[src/rtl/wm_cycle_ctrl_if.sv]
// wm_cycle_ctrl_if: panel commands and indicator lines of the washing-machine sequencer.
// lid_open is present only when WM_LID_LOCK_EN is defined.
interface wm_cycle_ctrl_if;
    logic       start;
    logic       pause;
    logic [1:0] water_sel;
    logic [1:0] temp_sel;
    logic [1:0] rinse_cnt;
`ifdef WM_LID_LOCK_EN
    logic       lid_open;
`endif
    logic       led_wash, led_rinse, led_dry, led_repeat;
    logic       led_water_high, led_water_mid, led_water_low;
    logic       led_hot_only, led_cold_only, led_hot_cold;
    logic       busy;
    logic       done;
    logic [7:0] sec_left;

    modport master (
        output start, pause, water_sel, temp_sel, rinse_cnt,
`ifdef WM_LID_LOCK_EN
        output lid_open,
`endif
        input  led_wash, led_rinse, led_dry, led_repeat,
        input  led_water_high, led_water_mid, led_water_low,
        input  led_hot_only, led_cold_only, led_hot_cold,
        input  busy, done, sec_left
    );

    modport slave (
        input  start, pause, water_sel, temp_sel, rinse_cnt,
`ifdef WM_LID_LOCK_EN
        input  lid_open,
`endif
        output led_wash, led_rinse, led_dry, led_repeat,
        output led_water_high, led_water_mid, led_water_low,
        output led_hot_only, led_cold_only, led_hot_cold,
        output busy, done, sec_left
    );
endinterface

[src/rtl/wm_cycle_ctrl.sv]
// wm_cycle_ctrl: washing-machine course sequencer (fill/wash/drain/rinse/dry) on a seconds timebase.
// Defining WM_LID_LOCK_EN adds the lid interlock (refuse start, force pause while the lid is open).
module wm_cycle_ctrl #(
    parameter int TICK_DIV      = 125000000,
    parameter int FILL_LOW_SEC  = 2,
    parameter int FILL_MID_SEC  = 3,
    parameter int FILL_HIGH_SEC = 4,
    parameter int WASH_SEC      = 10,
    parameter int RINSE_SEC     = 6,
    parameter int DRAIN_SEC     = 2,
    parameter int DRY_SEC       = 8
) (
    input logic            clk,
    input logic            rstn,
    wm_cycle_ctrl_if.slave io
);
    localparam int PW = TICK_DIV > 1 ? $clog2(TICK_DIV) : 1;

    typedef enum logic [3:0] {IDLE, FILL_W, WASH, DRAIN_W, FILL_R, RINSE, DRAIN_R, DRY, DONE} state_t;

    state_t        state_q, state_d, nxt;
    logic [PW-1:0] presc_q, presc_d;
    logic [7:0]    sec_left_q, sec_left_d;
    logic [1:0]    rinse_left_q, rinse_left_d, water_q, water_d, temp_q, temp_d;
    logic          paused_q, paused_d, busy_q, busy_d, done_q, done_d;
    logic [3:0]    phase_q, phase_d;
    logic [2:0]    wlvl_q, wlvl_d, tmp_q, tmp_d;
    logic [1:0]    wsrc, tsrc;
    logic          lid, idle, run, tick, go, rinse_ph;

`ifdef WM_LID_LOCK_EN
    assign lid = io.lid_open;
`else
    assign lid = 1'b0;
`endif

    function automatic logic [7:0] dur(input state_t s, input logic [1:0] w);
        logic [7:0] fill;
        fill = w == 2'd0 ? 8'(FILL_LOW_SEC) : w == 2'd1 ? 8'(FILL_MID_SEC) : 8'(FILL_HIGH_SEC);
        return s inside {FILL_W, FILL_R}   ? fill :
               s == WASH                   ? 8'(WASH_SEC) :
               s == RINSE                  ? 8'(RINSE_SEC) :
               s inside {DRAIN_W, DRAIN_R} ? 8'(DRAIN_SEC) :
               s == DRY                    ? 8'(DRY_SEC) : 8'd0;
    endfunction

    always_comb begin
        idle = state_q == IDLE || state_q == DONE;
        run  = !idle && !paused_q;
        tick = run && presc_q == PW'(TICK_DIV - 1);
        go   = idle && io.start && !lid;
        // states FILL_W..RINSE are enumerated in course order, so those simply step forward
        nxt  = state_q == DRAIN_R ? (rinse_left_q > 2'd1 ? FILL_R : DRY) :
               state_q == DRY     ? DONE : state_t'(state_q + 4'd1);
        state_d      = state_q;
        presc_d      = presc_q;
        sec_left_d   = sec_left_q;
        rinse_left_d = rinse_left_q;
        water_d      = water_q;
        temp_d       = temp_q;
        if (go) begin
            state_d      = FILL_W;
            presc_d      = '0;
            water_d      = io.water_sel;
            temp_d       = io.temp_sel;
            rinse_left_d = io.rinse_cnt == 2'd0 ? 2'd1 : io.rinse_cnt;
            sec_left_d   = dur(FILL_W, io.water_sel);
        end else if (run) begin
            presc_d    = tick ? '0 : presc_q + PW'(1);
            sec_left_d = sec_left_q - {7'd0, tick};
            if (tick && sec_left_q == 8'd1) begin
                state_d    = nxt;
                sec_left_d = dur(nxt, water_q);
                if (state_q == DRAIN_R && rinse_left_q > 2'd1)
                    rinse_left_d = rinse_left_q - 2'd1;
            end
        end
        paused_d = !idle && (lid || (paused_q ^ io.pause));
        busy_d   = !(state_d == IDLE || state_d == DONE);
        done_d   = state_d == DONE;
        rinse_ph = state_d inside {FILL_R, RINSE, DRAIN_R};
        phase_d  = {state_d inside {FILL_W, WASH, DRAIN_W}, rinse_ph, state_d == DRY,
                    rinse_ph && rinse_left_d > 2'd1};
        wsrc     = busy_d ? water_d : io.water_sel;
        tsrc     = busy_d ? temp_d : io.temp_sel;
        wlvl_d   = {wsrc[1], wsrc == 2'd1, wsrc == 2'd0};
        tmp_d    = {tsrc == 2'd1, tsrc[0] == tsrc[1], tsrc == 2'd2};
    end

    always_ff @(posedge clk or negedge rstn) begin
        if (!rstn) begin
            state_q      <= IDLE;
            presc_q      <= '0;
            sec_left_q   <= '0;
            rinse_left_q <= '0;
            water_q      <= '0;
            temp_q       <= '0;
            paused_q     <= 1'b0;
            busy_q       <= 1'b0;
            done_q       <= 1'b0;
            phase_q      <= '0;
            wlvl_q       <= '0;
            tmp_q        <= '0;
        end else begin
            state_q      <= state_d;
            presc_q      <= presc_d;
            sec_left_q   <= sec_left_d;
            rinse_left_q <= rinse_left_d;
            water_q      <= water_d;
            temp_q       <= temp_d;
            paused_q     <= paused_d;
            busy_q       <= busy_d;
            done_q       <= done_d;
            phase_q      <= phase_d;
            wlvl_q       <= wlvl_d;
            tmp_q        <= tmp_d;
        end
    end

    assign {io.led_wash, io.led_rinse, io.led_dry, io.led_repeat} = phase_q;
    assign {io.led_water_high, io.led_water_mid, io.led_water_low} = wlvl_q;
    assign {io.led_hot_only, io.led_cold_only, io.led_hot_cold}    = tmp_q;
    assign io.busy     = busy_q;
    assign io.done     = done_q;
    assign io.sec_left = sec_left_q;
endmodule

[src/flat_wrapper.sv]
// flat-port wrapper written by rule: the top's interface ports become plain ports
module wm_cycle_ctrl_flat 
#(
    parameter int TICK_DIV      = 125000000,
    parameter int FILL_LOW_SEC  = 2,
    parameter int FILL_MID_SEC  = 3,
    parameter int FILL_HIGH_SEC = 4,
    parameter int WASH_SEC      = 10,
    parameter int RINSE_SEC     = 6,
    parameter int DRAIN_SEC     = 2,
    parameter int DRY_SEC       = 8
)
  (clk, rstn, io_start, io_pause, io_water_sel, io_temp_sel, io_rinse_cnt, io_led_wash, io_led_rinse, io_led_dry, io_led_repeat, io_led_water_high, io_led_water_mid, io_led_water_low, io_led_hot_only, io_led_cold_only, io_led_hot_cold, io_busy, io_done, io_sec_left);
  wm_cycle_ctrl_if io_i ();
  input logic clk;
  input logic rstn;
  input wire logic [$bits(io_i.start)-1:0] io_start;
  input wire logic [$bits(io_i.pause)-1:0] io_pause;
  input wire logic [$bits(io_i.water_sel)-1:0] io_water_sel;
  input wire logic [$bits(io_i.temp_sel)-1:0] io_temp_sel;
  input wire logic [$bits(io_i.rinse_cnt)-1:0] io_rinse_cnt;
  output wire logic [$bits(io_i.led_wash)-1:0] io_led_wash;
  output wire logic [$bits(io_i.led_rinse)-1:0] io_led_rinse;
  output wire logic [$bits(io_i.led_dry)-1:0] io_led_dry;
  output wire logic [$bits(io_i.led_repeat)-1:0] io_led_repeat;
  output wire logic [$bits(io_i.led_water_high)-1:0] io_led_water_high;
  output wire logic [$bits(io_i.led_water_mid)-1:0] io_led_water_mid;
  output wire logic [$bits(io_i.led_water_low)-1:0] io_led_water_low;
  output wire logic [$bits(io_i.led_hot_only)-1:0] io_led_hot_only;
  output wire logic [$bits(io_i.led_cold_only)-1:0] io_led_cold_only;
  output wire logic [$bits(io_i.led_hot_cold)-1:0] io_led_hot_cold;
  output wire logic [$bits(io_i.busy)-1:0] io_busy;
  output wire logic [$bits(io_i.done)-1:0] io_done;
  output wire logic [$bits(io_i.sec_left)-1:0] io_sec_left;
  assign io_i.start = io_start;
  assign io_i.pause = io_pause;
  assign io_i.water_sel = io_water_sel;
  assign io_i.temp_sel = io_temp_sel;
  assign io_i.rinse_cnt = io_rinse_cnt;
  assign io_led_wash = io_i.led_wash;
  assign io_led_rinse = io_i.led_rinse;
  assign io_led_dry = io_i.led_dry;
  assign io_led_repeat = io_i.led_repeat;
  assign io_led_water_high = io_i.led_water_high;
  assign io_led_water_mid = io_i.led_water_mid;
  assign io_led_water_low = io_i.led_water_low;
  assign io_led_hot_only = io_i.led_hot_only;
  assign io_led_cold_only = io_i.led_cold_only;
  assign io_led_hot_cold = io_i.led_hot_cold;
  assign io_busy = io_i.busy;
  assign io_done = io_i.done;
  assign io_sec_left = io_i.sec_left;
  wm_cycle_ctrl #(.TICK_DIV(TICK_DIV), .FILL_LOW_SEC(FILL_LOW_SEC), .FILL_MID_SEC(FILL_MID_SEC), .FILL_HIGH_SEC(FILL_HIGH_SEC), .WASH_SEC(WASH_SEC), .RINSE_SEC(RINSE_SEC), .DRAIN_SEC(DRAIN_SEC), .DRY_SEC(DRY_SEC)) u_core (.clk(clk), .rstn(rstn), .io(io_i));
endmodule
[config.mk]
export PLATFORM = sky130hd
export DESIGN_NAME = wm_cycle_ctrl_flat
export DESIGN_NICKNAME = d
export VERILOG_FILES = /design/src/rtl/wm_cycle_ctrl_if.sv /design/src/rtl/wm_cycle_ctrl.sv /design/src/flat_wrapper.sv
export SDC_FILE = /design/constraint.sdc
export NUM_CORES = 1
export LEC_CHECK = 0
export ABC_AREA = 1
export CAP_MARGIN = 20
export CORE_ASPECT_RATIO = 1.2
export CORE_MARGIN = 2
export CORE_UTILIZATION = 40
export CTS_BUF_LIST = sky130_fd_sc_hd__clkbuf_4 sky130_fd_sc_hd__clkbuf_8 sky130_fd_sc_hd__clkbuf_16
export DETAILED_ROUTE_END_ITERATION = 7
export PLACE_DENSITY = 0.63
export SLEW_MARGIN = 15
export SYNTH_ARGS = -nofsm -noshare
export SYNTH_HDL_FRONTEND = slang
export SYNTH_SLANG_ARGS = --single-unit
[constraint.sdc]
create_clock -name clk -period 3.4 [get_ports clk]
set_input_delay 0.51 -clock clk [delete_from_list [all_inputs] [get_ports clk]]
set_output_delay 0.51 -clock clk [all_outputs]
set_load 0.02 [all_outputs]
== Yosys cells after proc, flatten, opt, wreduce, memory -nomap -nowiden ==
Index checks and enable logic that the tools add are counted.
W data, S select, Z words.

* Bits in read-only memories: 0
* Register bits: 58
* Input bits: 10
* Bits in writable memories: 0
* Word-level logic and storage cells: 98
* Memories kept: 0
* Latch bits: 0

* Shift-type cells: 0
* Reduce and logical (&&, ||, !) cells: 23
* Bitwise operators: 1
* $mul: 0
* Divide/modulo/power cells: 0
* Add/subtract/negate cells: 4
* Eq/ne operators: 26
* Order comparisons: 2
* Mux-type cells: 30

{| class="wikitable"
|+ Operator list
! kind !! count
|-
| $mux W27 || 3
|-
| $mux W8 || 9
|-
| $eq A4 B3 Y1 const B || 10
|-
| $add A27 B1 Y27 const B || 1
|-
| $eq A27 B27 Y1 const B || 1
|-
| $mux W4 || 6
|-
| $mux W2 || 10
|-
| $eq A4 B2 Y1 const B || 4
|-
| $eq A2 B1 Y1 const B || 4
|-
| $eq A4 B1 Y1 const B || 2
|-
| $eq A4 B4 Y1 const B || 2
|-
| $eq A8 B1 Y1 const B || 1
|-
| $logic_not A2 Y1 || 4
|-
| $logic_not A4 Y1 || 2
|-
| $sub A8 B1 Y8 || 1
|-
| $logic_and A1 B1 Y1 || 7
|-
| $mux W3 || 2
|-
| $reduce_bool A2 Y1 || 3
|-
| $reduce_bool A3 Y1 || 2
|-
| $add A4 B1 Y4 const B || 1
|-
| $gt A2 B1 Y1 const B || 2
|-
| $logic_not A1 Y1 || 3
|-
| $eq A2 B2 Y1 const B || 1
|-
| $logic_or A1 B1 Y1 || 2
|-
| other kinds (3) || 3
|}

== Logic depth before layout (Yosys ltp) ==
Gate-level depths: netlist of run 1.

* Depth after elaboration: 13
* Depth in mapped cells: 16
* Gate-level depth less buffers: 16

== Least setup slack after synthesis of run 1 ==
No wires, ideal clock.

* Kind: register to register
* From: reg u_core.state_q[0]
* To: reg u_core.tmp_q[1]
* Arrival: 2127 ps
* Buffers on the path: 0
* Cell stages (with the launch flop): 16
* Path slack: 1147 ps
* Setup time: 126 ps
* Period minus slack after synthesis: 2253 ps
* Data required time: 3274 ps
* Cells stage by stage: dfrtp_1 > inv_1 > ha_1 > nand2_4 > nand2_4 > clkinv_2 > nand3_2 > nor2_4 > nand3_4 > nand2_1 > nand3_1 > nand3_4 > nand2_1 > o21ai_2 > inv_1 > ha_1

* Longest elaborated chain between the ends: 13
* Elaborated cells on any way between the ends: 22

{| class="wikitable"
|+ Ends and longest elaborated chain
! element !! RTL line !! text
|-
| start, declared || wm_cycle_ctrl.sv:21 || <nowiki>state_t state_q, state_d, nxt;</nowiki>
|-
| start signal, assigned || wm_cycle_ctrl.sv:105 || <nowiki>state_q <= state_d;</nowiki>
|-
| branches (longest 11 deep; another with $add A4 B1 Y4) || n/a ||
|-
| $mux W2 * || wm_cycle_ctrl.sv:85 || <nowiki>tsrc = busy_d ? temp_d : io.temp_sel;</nowiki>
|-
| $eq A1 B1 Y1 * || wm_cycle_ctrl.sv:87 || <nowiki>tmp_d = {tsrc == 2'd1, tsrc[0] == tsrc[1], tsrc == 2'd2};</nowiki>
|-
| via u_core.tmp_d[1] || wm_cycle_ctrl.sv:27 || <nowiki>logic [2:0] wlvl_q, wlvl_d, tmp_q, tmp_d;</nowiki>
|-
| end signal, assigned || wm_cycle_ctrl.sv:116 || <nowiki>tmp_q <= tmp_d;</nowiki>
|-
| end, declared || wm_cycle_ctrl.sv:27 ||
|}

Mark *: on every way through the listed nets, which the timed path passes.
A chain may end at the register's enable or synchronous reset.

== Final worst setup path of run 1 ==
* From: reg u_core.state_q[0]
* To: reg u_core.presc_q[22]

* Longest elaborated chain between the ends: 8
* Elaborated cells on any way between the ends: 11

{| class="wikitable"
|+ Ends and longest elaborated chain
! element !! RTL line !! text
|-
| $eq A4 B4 Y1 / $logic_not A4 Y1 (equally long branches) || wm_cycle_ctrl.sv:48 || <nowiki>idle = state_q == IDLE || state_q == DONE;</nowiki>
|-
| $logic_or A1 B1 Y1 * || wm_cycle_ctrl.sv:48 ||
|-
| $logic_not A1 Y1 || wm_cycle_ctrl.sv:49 || <nowiki>run = !idle && !paused_q;</nowiki>
|-
| $logic_and A1 B1 Y1 || wm_cycle_ctrl.sv:49 ||
|-
| $logic_and A1 B1 Y1 || wm_cycle_ctrl.sv:50 || <nowiki>tick = run && presc_q == PW'(TICK_DIV - 1);</nowiki>
|-
| $mux W27 || wm_cycle_ctrl.sv:69 || <nowiki>presc_d = tick ? '0 : presc_q + PW'(1);</nowiki>
|-
| $mux W27 || wm_cycle_ctrl.sv:68 || <nowiki>end else if (run) begin</nowiki>
|-
| $mux W27 || wm_cycle_ctrl.sv:61 || <nowiki>if (go) begin</nowiki>
|-
| end signal, assigned || wm_cycle_ctrl.sv:106 || <nowiki>presc_q <= presc_d;</nowiki>
|-
| end, declared || wm_cycle_ctrl.sv:22 || <nowiki>logic [PW-1:0] presc_q, presc_d;</nowiki>
|}

Mark *: on every way between the ends. The rest lies on a longest branch, timed or not. The select of a mux whose other input is x is not followed.

==> results of run 1 <==
[sequential cells by signal, indices dropped and copies added, names as in the netlist]
register             flops
u_core.io.busy           1
u_core.io.done           1
u_core.io.sec_left       8
u_core.paused_q          1
u_core.phase_q           4
u_core.presc_q          27
u_core.rinse_left_q      2
u_core.state_q           4
u_core.temp_q            2
u_core.tmp_q             3
u_core.water_q           2
u_core.wlvl_q            3
[metal layers]
layer  GRT usage  part of all wire  vias up
met4      0.0617             0.015        0
met3      0.0431             0.032       11
met5           0                 0        -
met1       0.228              0.44     1370
li1            -                 -     1525
met2       0.315              0.51       49
[cell usage in the layout, fill, tap and decap left out, types with 4 or more instances in the layout]
| cell type | count |
|---|---|
| nand2_1 | 89 |
| clkinv_2 | 4 |
| o21ai_0 | 16 |
| nor3_1 | 11 |
| nand4_1 | 14 |
| a21oi_1 | 19 |
| dfrtp_1 | 58 |
| inv_1 | 66 |
| xor2_1 | 9 |
| nor2_2 | 4 |
| nand3_1 | 28 |
| nand2_2 | 5 |
| clkbuf_8 | 11 |
| ha_1 | 11 |
| o22ai_1 | 4 |
| nor2_1 | 51 |
| nor4_1 | 4 |
| clkdlybuf4s50_1 | 28 |
[area by class of cell]
| type | instances | area (um2) | share of cell area |
|---|---|---|---|
| clock buffers | 12 | 159 | 0.0395 |
| inverters | 70 | 267 | 0.0662 |
| flip-flops and latches | 58 | 1450 | 0.361 |
| clock inverters | 3 | 15.0 | 0.00373 |
| well taps | 117 | 146 | 0.0364 |
| repair buffers | 32 | 308 | 0.0765 |
| multi-input cells | 308 | 1680 | 0.417 |
[worst paths after layout]
| kind | startpoint | to | slack, ns |
|---|---|---|---|
| worst max-delay path | u_core.state_q[0] | u_core.presc_q[22] | 0.70 |
| worst min-delay path | rstn | u_core.presc_q[12] | 0.30 |
| worst max register to register | u_core.state_q[0] | u_core.presc_q[22] | 0.70 |
| worst min register to register | u_core.presc_q[25] | u_core.presc_q[25] | 0.48 |
| max in group asynchronous | rstn | u_core.rinse_left_q[0] | 2.31 |
| min in group clk | u_core.presc_q[25] | u_core.presc_q[25] | 0.48 |
[worst max-delay path, cell delays in order, from the launching register on]
cell      delay [ns]
dfrtp_1         0.43
inv_1           0.15
ha_1            0.24
inv_1           0.05
nor2_1          0.14
nand2_2         0.22
nand2_1         0.41
nand2_1         0.18
nor2_1          0.20
nand2_1         0.12
nor2_1          0.14
a21oi_1         0.08
a311oi_1        0.21
[power by group]
part	switching, mW	internal (mW)
clock	0.269	0.305
sequential	0.0880	0.784
combinational	0.329	0.209
[metrics by stage]
| stage | hold slack, ns | setup slack, ns | cells | area [um2] | util |
|---|---|---|---|---|---|
| 2_1_floorplan | 0.214 | 1.15 | 442 | 3430 | - |
| 6_report | 0.304 | 0.701 | 600 | 4020 | 0.475 |
| 5_1_grt | 0.375 | 0.350 | 600 | 4020 | 0.475 |
| 3_5_place_dp | 0.468 | 0.725 | 585 | 3850 | 0.454 |
| 3_3_place_gp | 0.460 | 0.794 | 585 | 3850 | 0.454 |
| 4_1_cts | 0.332 | 0.692 | 600 | 4020 | 0.475 |
[cells by family after synthesis]
| family | after synthesis | share of synthesized area |
|---|---|---|
| flip-flops | 58 | 0.423 |
| XOR/XNOR | 12 | 0.0307 |
| AO/OA/AOI/OAI | 64 | 0.116 |
| adder cells (fa/ha/maj) | 11 | 0.0401 |
| buffers and inverters | 76 | 0.0872 |
| AND/OR/NAND/NOR | 221 | 0.303 |
==> run metrics, run 1 <==
highest achievable clock rate=0.371 GHz; CTS buffer count=9; Worst-path clk slew=0.07 ns; antenna violations before repair=0; DRT Pass-1 Iters=4; DRT iter0 DRCs=98; core area=8470 um2; via count=2,955; Final Max Tran Viols=0; vias in the first global route=3,049; count leader, synth=nand2_1; Post-CTS Resized=0; Boundary Pins=30; Fill cells=841; RSZ-0062 raised after global routing=false; final setup fails=0; Slew HR=0.399; Lkg Pwr=1.93 nW; row count=37; DR DRC count=0; worst skew pair latency=0.34 ns; top post-synthesis cells by area=dfrtp_1 (42%), nand2_1 (9.7%), inv_1 (7.2%), nor2_1 (5.6%), nand3_1 (4.1%); largest net degree at the start of global routing=41; Routed WL=7870 um; Syn Std Cell Area=3430 um2; DR vias/cell=4.93; number of synthesized register bits=58; Setup Fix Bufs, Post-CTS=0; Root Driver=clkbuf_8; Post-synth EDFFs=0; Slew @ Worst Pin=0.901 ns; clock sink count=58; Final Power=1.98 mW; first-pass GRT wire length=13,700 um; WS Path Type=reg2reg; Setup Skew=0.0129 ns; crit share post-route=0.794; Avg WL per Cell=13.1 um; status=completed; post-synthesis average cell area=7.76 um2; VDD IR-drop max=0.302 mV; All-Layer GR Usage=0.185; Register-to-Register Path Depth=12; power per cell area=493 nW/um2; crit end category=flop; hold_buf cts=0; FFs w/ async S/R, synth=1.00; final RePlAce weighted congestion=0.924; Syn-to-layout area delta=17.4%; layout cells sized above 1=0.0952; largest buffer count on any clock path=2; NumNets Final=500; area fraction of the dominant cell type after synthesis=0.423; Final Hold Fails=0; Overflow after GRT=0; Main synth FF type=dfrtp_1; syn nets=463; ANT nets after route=0; Setup Total Neg Slack=0 ns; Antenna diodes=0; CTS tree=built; htree depth=3; WP data required=3.62 ns; IO Port Bufs=29; most frequent cells after synthesis=nand2_1 (89), inv_1 (66), dfrtp_1 (58); Critical Path Source Type=flop; synth unique cells=46; Period minus WS final=2.70 ns; die height=105 um; post-synthesis sequential area ratio=0.423; CP arrival=2.92 ns; Cells after Synth=442; Final HPWL DP=6040 um; YS warnings=0; Critical Path Fanout Max=15; Die ar.=9330 um2; die extent in x=88.5 um; max cap viols=0; Starting Density=0.405; worst hold path type=in2async; post-synth top area cell=dfrtp_1
No activity file was read; power rests on OpenSTA's default activity.
==> run 2: changes to the inputs <==
- PLACE_DENSITY: 0.63 -> 0.65
- clock period: 3.4 -> 2.44 ns (I/O delays scaled with it)
==> run metrics, run 2 (synthesized netlist as in run 1, its figures left out) <==
htree depth=3 (unchanged); Syn-to-layout area delta=21.5%; row count=37 (unchanged); final RePlAce weighted congestion=0.927 (+0.31%); Boundary Pins=30 (unchanged); Final Max Tran Viols=0 (unchanged); DRT iter0 DRCs=154 (+57%); CP arrival=2.49 ns (-0.43 ns); Overflow after GRT=0 (unchanged); NumNets Final=515 (+3.0%); area of the multi-input gates=1710 um2 (+2.0%); most frequent cells in the layout=nand2_1 (88), inv_1 (63), dfrtp_1 (57); Antenna diodes=0 (unchanged); RSZ-0062 raised after global routing=false; All-Layer GR Usage=0.190 (+0.00470); vias in the first global route=3,168 (+3.9%); ANT nets after route=0 (unchanged); Finished Cell Area=4170 um2 (+3.5%); Critical Path Fanout Max=8 (-7); Starting Density=0.405 (unchanged); Critical Path Source Type=flop; Period minus WS final=2.27 ns (-0.431 ns); Largest register FFs=27 (unchanged); worst hold path type=in2async; Avg WL per Cell=13.3 um (+1.4%); die height=105 um (unchanged); Fill cells=841 (unchanged); Routed WL=8170 um (+3.9%); Setup Skew=0.00699 ns (-0.00590 ns); first-pass GRT wire length=14,100 um (+3.1%); worst skew pair latency=0.34 ns (about the same); Slew HR=0.723 (+0.324); IO Port Bufs=29 (unchanged); crit end category=flop; CTS tree=built; largest buffer count on any clock path=2 (unchanged); Biggest register=u_core.presc_q; antenna violations before repair=0 (unchanged); DR vias/cell=5.05 (+2.6%); Final HPWL DP=6210 um (+2.8%); Root Driver=clkbuf_8; WS Path Type=reg2reg; placed cells=594 (+1.5%); highest achievable clock rate=0.441 GHz (+19%); layout cells sized above 1=0.141 (+0.0453); Slew @ Worst Pin=0.412 ns (-0.489 ns); clock sink count=58 (unchanged); core area=8470 um2 (unchanged); Final Hold Fails=0 (unchanged); status=completed; power per cell area=675 nW/um2 (+37%); VDD IR-drop max=0.322 mV (+6.7%); WP data required=2.67 ns (-0.95 ns); commonest non-fill, non-tap cell in the layout=nand2_1; final setup fails=0 (unchanged); DRT Pass-1 Iters=4 (unchanged); Non-Filler Instances=615 (+2.5%); largest net degree at the start of global routing=24 (-41%); Die ar.=9330 um2 (unchanged); total area of sequential cells=1450 um2 (about the same); DR DRC count=0 (unchanged); Placement Cell Area=3920 um2 (+1.8%); max cap viols=0 (unchanged); die extent in x=88.5 um (unchanged); via count=3,108 (+5.2%); Lkg Pwr=1.99 nW (+3.3%); Worst-path clk slew=0.07 ns (about the same); crit share post-route=0.930 (+0.136); CTS buffer count=9 (unchanged)
-- run 2: area by class of cell --
cell class,count,area share
tap,117,0.0351
sequential,58,0.349
clock inverter,3,0.00360
multi-input combinational,309,0.411
inverter,70,0.0640
timing repair buffer,46,0.0997
clock buffer,12,0.0381
-- run 2: worst paths after layout --
check,startpoint,to,slack (ns),depth (start not counted)
max in group asynchronous,rstn,u_core.io.sec_left[3],1.34,3
worst min-delay path,rstn,u_core.presc_q[17],0.46,2
worst max register to register,u_core.presc_q[0],u_core.tmp_q[1],0.17,13
worst min register to register,u_core.presc_q[25],u_core.presc_q[25],0.48,1
min in group clk,u_core.presc_q[25],u_core.presc_q[25],0.48,1
worst max-delay path,u_core.presc_q[0],u_core.tmp_q[1],0.17,13
-- run 2: worst max-delay path: stages, from the launching register on --
cell	delay [ns]
dfrtp_1	0.39
ha_1	0.19
nand3_1	0.12
nor2_2	0.15
nand2_1	0.12
nor2_4	0.16
nand3_4	0.11
nand2_1	0.09
nand2_2	0.06
nor2_4	0.11
nand3_4	0.13
o21ai_2	0.18
inv_1	0.06
ha_1	0.28
-- run 2: what timing repair did --
action	4_1_cts	5_1_grt
setup endpoints to repair	1	14
pin swaps	0	3
gates resized for setup	1	9
gates cloned	0	1
hold endpoints to repair	15	0
setup buffers	0	4
hold buffers	1	0
-- run 2: report_power, final --
group	internal, mW	leakage, nW	switching, mW
clock network	0.424	0.0954	0.383
logic	0.311	1.15	0.477
registers	1.09	0.743	0.125
-- run 2: layer usage --
| layer | share of wire | vias to the layer above | wire (um) | track usage |
|---|---|---|---|---|
| li1 | - | 1555 | - | - |
| met1 | 0.43 | 1467 | 3500 | 0.225 |
| met2 | 0.50 | 65 | 4110 | 0.326 |
| met3 | 0.045 | 21 | 368 | 0.0462 |
| met4 | 0.024 | 0 | 200 | 0.0736 |
| met5 | 0 | - | 0 | 0 |
-- run 2: metrics by stage --
stage	setup slack [ns]	hold WS [ns]	setup TNS, ns	total power, mW	utilization
6_report	0.172	0.460	0	2.81	0.492
2_1_floorplan	0.187	0.0704	0	1.73	-
4_1_cts	0.0493	0.470	0	2.83	0.485
3_3_place_gp	0.0872	0.301	0	2.00	0.462
5_1_grt	0.00252	0.501	0	3.00	0.492
3_5_place_dp	-0.00813	0.303	-0.00813	2.01	0.462
==> run 3: changes to the inputs <==
- CTS_CLUSTER_DIAMETER: unset -> 150
- GPL_ROUTABILITY_DRIVEN: unset -> 1
- GPL_TIMING_DRIVEN: unset -> 0
==> run metrics, run 3 (synthesized netlist as in run 1, its figures left out) <==
status=completed; Slew HR=0.513 (-0.210); Setup Skew=0.0116 ns (+0.00464 ns); crit share post-route=0.945 (+0.0152); first-pass GRT wire length=13,800 um (-1.8%); met2 wire len=4020 um (-2.2%); layout cells sized above 1=0.152 (+0.0110); most frequent cells in the layout=nand2_1 (87), inv_1 (64), dfrtp_1 (57); Avg WL per Cell=13.1 um (-1.2%); metal1 wirelength=3490 um (-0.14%); met3 wire len=311 um (-15%); Antenna diodes=0 (unchanged); commonest non-fill, non-tap cell in the layout=nand2_1; clock sink count=58 (unchanged); crit end category=flop; Syn-to-layout area delta=23.8%; All-Layer GR Usage=0.188 (-0.00193); highest achievable clock rate=0.434 GHz (-1.6%); Period minus WS final=2.31 ns (+0.0371 ns); WS Path Type=reg2reg; worst skew pair latency=0.35 ns (about the same); final setup fails=0 (unchanged); Critical Path Source Type=flop; CP max stage delay=0.38 ns (about the same); largest net degree at the start of global routing=59 (+150%); max cap viols=0 (unchanged); final RePlAce weighted congestion=0.914 (-1.4%); DRT iter0 DRCs=162 (+5.2%); ANT nets after route=0 (unchanged); Lkg Pwr=1.97 nW (-0.81%); Worst Path Buf+Inv=3 (+2); htree depth=3 (unchanged); core area=8470 um2 (unchanged); via count=3,093 (-0.48%); DR vias/cell=5.05 (about the same); largest buffer count on any clock path=2 (unchanged); Die ar.=9330 um2 (unchanged); Biggest register=u_core.presc_q; IO Port Bufs=29 (unchanged); Slew @ Worst Pin=0.731 ns (+0.319 ns); start point of the critical path=u_core.state_q[0]; Final HPWL DP=5780 um (-7.1%); Final Hold Fails=0 (unchanged); vias in the first global route=3,067 (-3.2%); Worst-path clk slew=0.07 ns (about the same); Overflow after GRT=0 (unchanged); Crit path max-delay family=simple AND/OR/NAND/NOR gates; worst hold path type=in2async; Starting Density=0.405 (unchanged); Crit-path slowest cell=dfrtp_2; crit path cell chain=inv_1 > ha_2 > nand2_4 > nand2_4 > clkinv_2 > nand3_2 > nor2_4 > nand3_4 > nand2_1 > nand3_4 > nand3_4 > nand2_1 > o21ai_4 > inv_1 > ha_1; CTS buffer count=9 (unchanged); DRT Pass-1 Iters=4 (unchanged); Boundary Pins=30 (unchanged); hold_buf cts=0 (-1); highest metal used=met4; reg2reg start=u_core.state_q[0]; DR DRC count=0 (unchanged); Setup Total Neg Slack=0 ns (unchanged); Routed WL=8030 um (-1.7%); NumNets Final=511 (-0.78%); VDD IR-drop max=0.355 mV (+10%); WP data required=2.68 ns (about the same); power per cell area=714 nW/um2 (+5.8%); row count=37 (unchanged); CP arrival=2.54 ns (+0.05 ns); Final Max Tran Viols=0 (unchanged); cell mode on critical path=nand3_4; Hold Worst Slack=0.0801 ns (-0.380 ns); CTS tree=built; Root Driver=clkbuf_8; die extent in x=88.5 um (unchanged); antenna violations before repair=0 (unchanged); Critical Path Fanout Max=7 (-1); die height=105 um (unchanged); Largest register FFs=27 (unchanged)
[run 3: changes by cell type in the layout (fill, tap and decap cells not counted), sizes merged]
cell	before	now
inv	69	68
nand3	32	31
buf	17	12
clkinvlp	0	2
dlygate4sd3	1	0
bufinv	0	2
clkbuf	12	14
clkinv	4	3
[run 3: repair_timing]
item                       CTS  global route
setup endpoints to repair    4            26
resized for setup            4            22
pin swaps                    3             2
setup buffers                5             3
[run 3: path summary, 6_finish.rpt]
check                      depth (start not counted)                  to  slack, ns
setup / recovery                                  15     u_core.tmp_q[1]       0.13
hold / removal                                     1   u_core.presc_q[0]       0.08
setup reg to reg                                  15     u_core.tmp_q[1]       0.13
hold reg to reg                                    1  u_core.presc_q[25]       0.47
max in group asynchronous                          1   u_core.state_q[0]       1.85
min in group clk                                   1  u_core.presc_q[25]       0.47
[run 3: report_power, final]
group | internal [mW] | switching [mW] | total, mW | leakage, nW
Sequential | 1.09 | 0.121 | 1.21 | 0.745
Clock | 0.610 | 0.404 | 1.01 | 0.113
Combinational | 0.306 | 0.497 | 0.803 | 1.12
Total | 2.01 | 1.02 | 3.03 | 1.97
[run 3: metrics by stage]
| step | instance area, um2 | instances | utilization | worst slack [ns] | power, mW |
|---|---|---|---|---|---|
| after floorplan | 3430 | 442 | - | 0.187 | 1.73 |
| after global placement | 3860 | 588 | 0.456 | -0.908 | 1.98 |
| after detailed placement | 3860 | 588 | 0.456 | -0.202 | 2.00 |
| after CTS | 4140 | 609 | 0.489 | 0.0200 | 3.02 |
| after global routing | 4240 | 612 | 0.501 | -0.0183 | 3.21 |
| final | 4240 | 612 | 0.501 | 0.135 | 3.03 |
[run 3: per-layer routing]
layer  vias up  global-route usage
met5         -                   0
met4         0              0.0877
met3        22              0.0399
met2        64               0.316
met1      1451               0.226
li1       1556                   -
[run 3: cell type report]
cell class,instances,area [um2]
timing repair buffer,37,348
sequential,58,1450
inverter,70,270
tap,117,146
clock inverter,5,77.6
clock buffer,11,145
multi-input combinational,308,1770
buffer,6,33.8
fill,804,4230
